<file path="src/rtl/ifu_pkg.sv">
// Shared types and constants for the IFU fetch-stall countdown timer.
package ifu_pkg;

  localparam int IFU_CNT_W = 4;

  typedef enum logic [1:0] {
    IDLE  = 2'd0,
    COUNT = 2'd1,
    DONE  = 2'd2
  } stall_state_t;

endpackage

</file>
<file path="src/rtl/dec4bit.sv">
// Gate-level 4-bit decrementer, mirror of the fetch-path incrementer:
// bit i toggles when every lower bit is 0; borrow_out flags an input of 0.
module dec4bit (
  input  logic [3:0] in,
  output logic [3:0] out,
  output logic       borrow_out
);

  logic [4:0] zero_below;

  assign zero_below[0] = 1'b1;

  for (genvar i = 0; i < 4; i++) begin : g_bit
    assign zero_below[i+1] = zero_below[i] & ~in[i];
    assign out[i]          = in[i] ^ zero_below[i];
  end

  assign borrow_out = zero_below[4];

endmodule

</file>
<file path="src/rtl/ifu_stall_countdown.sv">
// Fetch-stall countdown: load a stall length, count down on unheld cycles,
// then present completion on a valid/ready handshake.
module ifu_stall_countdown
  import ifu_pkg::*;
#(
  parameter int WIDTH = IFU_CNT_W
) (
  input  logic             clk,
  input  logic             rst,
  input  logic             load_valid,
  input  logic [WIDTH-1:0] load_count,
  output logic             load_ready,
  input  logic             hold,
  output logic [WIDTH-1:0] count,
  output logic             busy,
  output logic             done_valid,
  input  logic             done_ready
);

  stall_state_t     state;
  logic [WIDTH-1:0] count_dec;
  logic             borrow;

  dec4bit u_dec (
    .in        (count),
    .out       (count_dec),
    .borrow_out(borrow)
  );

  always_ff @(posedge clk) begin
    if (rst) begin
      state <= IDLE;
      count <= '0;
    end else begin
      case (state)
        IDLE: begin
          if (load_valid) begin
            if (load_count == '0) begin
              state <= DONE;
              count <= '0;
            end else begin
              state <= COUNT;
              count <= load_count;
            end
          end
        end
        COUNT: begin
          // borrow only fires on an impossible zero count; finishing there
          // keeps the counter from wrapping to 15.
          if (!hold) begin
            if (count == WIDTH'(1) || borrow) begin
              state <= DONE;
              count <= '0;
            end else begin
              count <= count_dec;
            end
          end
        end
        DONE: begin
          count <= '0;
          if (done_ready) state <= IDLE;
        end
        default: begin
          state <= IDLE;
          count <= '0;
        end
      endcase
    end
  end

  assign load_ready = (state == IDLE);
  assign busy       = (state == COUNT);
  assign done_valid = (state == DONE);

endmodule
</file>
<file path="config.mk">
export PLATFORM = sky130hd
export DESIGN_NAME = ifu_stall_countdown
export DESIGN_NICKNAME = d
export VERILOG_FILES = /design/src/rtl/ifu_pkg.sv /design/src/rtl/dec4bit.sv /design/src/rtl/ifu_stall_countdown.sv
export SDC_FILE = /design/constraint.sdc
export NUM_CORES = 1
export LEC_CHECK = 0
export BUFFER_PORTS_ARGS = -buffer_cell sky130_fd_sc_hd__buf_4
export CELL_PAD_IN_SITES_DETAIL_PLACEMENT = 1
export CELL_PAD_IN_SITES_GLOBAL_PLACEMENT = 1
export CORE_MARGIN = 2
export CORE_UTILIZATION = 31
export DETAILED_ROUTE_END_ITERATION = 12
export GPL_TIMING_DRIVEN = 0
export MAX_ROUTING_LAYER = met4
export PLACE_DENSITY = 0.77
export SYNTH_ARGS = -nofsm -noshare
export SYNTH_HDL_FRONTEND = slang
export SYNTH_HIERARCHICAL = 1
export SYNTH_SLANG_ARGS = --single-unit
</file>
<file path="constraint.sdc">
create_clock -name clk -period 2.2 [get_ports clk]
set_input_delay 0.55 -clock clk [delete_from_list [all_inputs] [get_ports clk]]
set_output_delay 0.55 -clock clk [all_outputs]
set_load 0.02 [all_outputs]
</file>
==> flow_summary.yaml, run 1 <==
drt:
  avgViaCountPerCell: 5.282
  wl_um: 1196
  ant_nets: 0
  drt_iter0_markers: 3
  dr.pass1.iters: 2
  wl_per_cell_um: 14.07
  drc_errors: 0
  vias: 449
sta:
  finalCritPeriodShare_pct: 89.56
  setup_viol_count_final: 0
  layout_min_cycle_time_ns: 1.970
  rsz0062_at_grt: "no"
  worst_slew_margin_rel_pct: 70.27
  hold_violations: 0
  clock.fmax_mhz: 507.6
  setup_slack_ns: 0.2298
  fin_setup_tns_ns: 0
  finalClockSkew_ns: 0.004034
  slew_violations: 0
  tightest_slew_ns: 0.4419
  whs_ns: 0.5123
worst_setup_path:
  start_kind: "flip-flop"
  cp_slowest_cell: "a2111oi_0"
  worstPathCellList: "inv_1 > ha_1 > ha_1 > ha_1 > and2b_1 > a32oi_1 > a2111oi_0"
  critPathMaxFanout: 5
  critPathArrivalTime_ns: 2.09
  cpPeakStageDelay_ns: 0.41
  path_class: "reg2reg"
  cpMostUsedCell: "ha_1"
  required_ns: 2.32
  cp-end-kind: "flip-flop"
finish:
  area_growth_pct: 36.80
  drive_above_1_share_pct: 28.57
  final_nets: 84
  layout_common_cells: "buf_4, inv_1, dfxtp_1"
  diodes: 0
  final_cell_count_no_fill: 85
  final_common_cell: "buf_4"
power:
  ir_drop_uv: 418.8
  p_per_area_nw_per_um2: 909.0
  cellLeakagePower_uw: 0.0002506
flow_run:
  maxCapViolations: 0
floorplanning:
  die_h_um: 40.88
  initial_utilization_pct: 32.81
  num_rows: 13
  core_area_um2: 1285
  io_pins: 16
  dieWidth_um: 40.88
  fp.dieArea_um2: 1671
synth:
  synth-seq-area-share_pct: 28.49
  synthDominantCellAreaShare_pct: 28.49
  yosysWarningCount: 6
  avgSynthCellArea_um2: 8.109
  synth.distinct_cells: 20
  synth_nets: 64
  synth_area_leaders: "dfxtp_1, ha_1, a2111oi_0"
  yosys.area.top_type: "dfxtp_1"
  syn_area_um2: 421.7
  synth-seq-cells: 6
  syn_inst: 52
place:
  dp.cells: 82
  hpwlAfterDp_um: 974.4
  portBuffers: 15
  gp_congestion: 0.7656
  pre_cts_ws_ns: 0.1901
global_routing:
  antenna_found_initial: 0
  grt_pass1_wl_um: 1883
  gr-usage-all-layers_pct: 17.88
  gr-total-overflow: 0
  grt_pass1_vias: 429
  grt_max_degree: 11
status:
  run_status: "finished clean"
clock_tree:
  clk-insertion-delay-late_ns: 0.25
  tritoncts: "built"
  h-tree-depth: 1
  clockBufferDepth: 2
  cts_made_buffers: 3
  clkTransAtPathRegs_ns: 0.05
  clockRootBuffer: "clkbuf_4"
  clock_sinks: 6
min_path:
  hold_path_class: "in2reg"
[final cells by class]
class,count,area (um2)
multi-input cells,34,256.5
clock buffers,3,22.52
inverters,9,33.78
plain buffers,3,12.51
repair buffers,15,112.6
fillers,165,708.2
flip-flops and latches,6,120.1
well taps,15,18.77
[worst paths after layout]
check	depth (start not counted)	endpoint	slack (ns)	from
setup / recovery	7	count[0]$_SDFFE_PP0P_	0.23	count[0]$_SDFFE_PP0P_
hold / removal	2	state[1]$_SDFFE_PP0P_	0.51	rst
setup reg to reg	7	count[0]$_SDFFE_PP0P_	0.23	count[0]$_SDFFE_PP0P_
hold reg to reg	2	count[2]$_SDFFE_PP0P_	0.64	count[2]$_SDFFE_PP0P_
[synthesized netlist by cell type]
library cell and count:
ha_1 3, a221o_1 1, a2111oi_0 4, dfxtp_1 6
o22ai_1 1, nor3_1 5, and2b_1 1, a211oi_2 1
or4_1 1, a21oi_1 1, or4b_1 1, nor2_1 1
nand2b_1 4, nor4_1 1, a32oi_1 4, buf_2 1
clkbuf_1 2, inv_1 9, nor2b_1 4, nand2_1 1
[through the flow]
stage               utilization, %  cell area, um2  power [uW]
floorplan                        -           421.7       320.8
global placement             43.04           553.0       407.7
detailed placement           43.04           553.0       421.2
CTS                          44.79           575.6       533.1
global route                 44.89           576.8       570.8
finish                       44.89           576.8       524.3
[routing by layer]
metal,GRT usage (%),part of all wire [%],vias up
met5,-,0,-
met4,12.50,1.4,0
met3,0,2.8,2
met2,28.13,49,9
met1,22.15,47,209
li1,-,-,229
[state kept, by name (all words and copies together) (netlist names)]
signal  cells
state       2
count       4
[worst max-delay path, delay by kind of cell, from the launching register on]
family | cells | cell delay (ns)
AO/OA/AOI/OAI | 2 | 0.53
AND/OR/NAND/NOR | 1 | 0.28
buffers and inverters | 1 | 0.08
flip-flops | 1 | 0.36
adder cells (fa/ha/maj) | 3 | 0.60
[cells by family after synthesis]
family,count (synthesis),share of synthesized area [%]
AND/OR/NAND/NOR,19,27.00
flip-flops,6,28.49
AO/OA/AOI/OAI,12,24.63
buffers and inverters,12,10.98
adder cells (fa/ha/maj),3,8.903
[what timing repair did]
item	in CTS	in global routing
buffers inserted	0	0
hold buffers	0	0
resized for setup	0	1
endpoints found under the setup margin	0	1
[power by group]
part	switching [uW]	total [uW]	leakage (uW)	internal, uW
Sequential	17.4	148	0.0000496	131
Combinational	151	269	0.000187	118
Clock	45.4	108	0.0000138	62.1
Total	214	524	0.000251	311
Note: power is estimated with default switching activity, not from simulation.
==> inputs of run 2 (changes only) <==
==> constraint.sdc (replaced) <==
create_clock -name clk -period 2.05 [get_ports clk]
set_input_delay 0.5125 -clock clk [delete_from_list [all_inputs] [get_ports clk]]
set_output_delay 0.5125 -clock clk [all_outputs]
set_load 0.02 [all_outputs]
==> flow_summary.yaml, run 2 (same netlist as run 1, synthesis figures left out) <==
place:
  gp_congestion: 0.7656
  pre_cts_ws_ns: 0.04012
  portBuffers: 15
  hpwlAfterDp_um: 974.4
clock_tree:
  clkTransAtPathRegs_ns: 0.05
  clockBufferDepth: 2
  clockRootBuffer: "clkbuf_4"
  clk-insertion-delay-late_ns: 0.25
  h-tree-depth: 1
  cts_made_buffers: 3
  postCtsHoldBufs: 0
  clock_sinks: 6
  tritoncts: "built"
sta:
  layout_min_cycle_time_ns: 1.902
  setup_viol_count_final: 0
  clock.fmax_mhz: 525.8
  setup_slack_ns: 0.1481
  whs_ns: 0.5003
  tightest_slew_ns: 0.4979
  finalCritPeriodShare_pct: 92.78
  hold_violations: 0
  finalClockSkew_ns: 0.004071
  worst_slew_margin_rel_pct: 66.81
  slew_violations: 0
  rsz0062_at_grt: "no"
  fin_setup_tns_ns: 0
floorplanning:
  core_area_um2: 1285
  dieWidth_um: 40.88
  initial_utilization_pct: 32.81
  die_h_um: 40.88
  fp.dieArea_um2: 1671
  num_rows: 13
  io_pins: 16
power:
  p_per_area_nw_per_um2: 983.4
  seq_power_share_pct: 27.2
  cellLeakagePower_uw: 0.0002536
  swShare_pct: 41.60
  p_comb_share_pct: 53.1
  ir_drop_uv: 455.3
  p_clk_share_pct: 19.7
  p_int_uw: 342.8
  power_switching_uw: 244.1
drt:
  avgViaCountPerCell: 5.212
  ant_nets: 0
  dr.pass1.iters: 2
  wl_per_cell_um: 14.53
  drc_errors: 0
  wl_um: 1235
  vias: 443
  drt_iter0_markers: 2
worst_setup_path:
  critPathMaxFanout: 5
  path_class: "reg2reg"
  crit_end: "count[3]$_SDFFE_PP0P_"
  crit_start: "count[0]$_SDFFE_PP0P_"
  r2r_slack_ns: 0.15
  regToRegStartpoint: "count[0]$_SDFFE_PP0P_"
  r2r-end: "count[3]$_SDFFE_PP0P_"
  start_kind: "flip-flop"
  reg2reg_depth: 7
  critPathArrivalTime_ns: 2.06
  required_ns: 2.20
  cp-end-kind: "flip-flop"
global_routing:
  gr-total-overflow: 0
  antenna_found_initial: 0
  grt_max_degree: 11
  grt_pass1_wl_um: 1883
  gr-usage-all-layers_pct: 17.88
  grt_pass1_vias: 429
status:
  run_status: "finished clean"
min_path:
  worstHoldPathCells: 2
  hold_path_class: "in2reg"
finish:
  final_common_cell: "buf_4"
  largestRegisters: "count (4), state (2)"
  largest_reg_flops: 4
  drive_above_1_share_pct: 34.29
  regMostFlops: "count"
  layout_common_cells: "buf_4, inv_1, dfxtp_1"
  diodes: 0
  area_growth_pct: 41.54
  final_nets: 84
  finish.utilization_pct: 46.45
flow_run:
  maxCapViolations: 0
==> run 2: power by group through the flow <==
stage | logic (uW) | registers (uW) | clock network (uW)
6_report | 312 | 160 | 115
5_1_grt | 346 | 163 | 125
4_1_cts | 291 | 159 | 122
3_5_place_dp | 290 | 162 | 0
3_3_place_gp | 276 | 161 | 0
2_1_floorplan | 168 | 177 | 0
==> run 2: worst min-delay path by stage <==
stage | startpoint | to
2_1_floorplan | rst | state[1]$_SDFFE_PP0P_
3_3_place_gp | count[1]$_SDFFE_PP0P_ | count[1]$_SDFFE_PP0P_
3_5_place_dp | count[2]$_SDFFE_PP0P_ | count[2]$_SDFFE_PP0P_
4_1_cts | rst | state[1]$_SDFFE_PP0P_
5_1_grt | rst | count[3]$_SDFFE_PP0P_
6_report | rst | state[1]$_SDFFE_PP0P_
==> run 2: critical path: stages (launching register included) <==
cell and delay (ns):
dfxtp_1 0.36, inv_1 0.08, ha_1 0.21, ha_1 0.19, ha_1 0.20, and2b_2 0.26, a32oi_1 0.15, a2111oi_2 0.36
==> run 2: cell type report <==
cell class	instances	area [um2]
clock buffer	3	22.52
multi-input combinational	34	276.5
sequential	6	120.1
tap	15	18.77
timing repair buffer	15	112.6
buffer	3	12.51
inverter	9	33.78
fill	163	688.2
==> run 2: stage by stage <==
stage,power [uW],cells,area [um2]
after detailed placement,452.0,82,553.0
after global routing,634.4,85,596.8
after global placement,437.5,82,553.0
after floorplan,344.3,52,421.7
after CTS,572.1,85,575.6
final,586.9,85,596.8
==> run 2: routing by layer <==
metal	GRT usage, %	share of wire (%)	vias up
met5	-	0	-
met3	0	2.6	2
met4	12.50	1.5	0
met2	28.13	46	9
li1	-	-	228
met1	22.15	50	204
==> run 2: repair_timing <==
action	4_1_cts	5_1_grt
gates resized for setup	0	8
buffers inserted	0	0
setup endpoints to repair	0	4
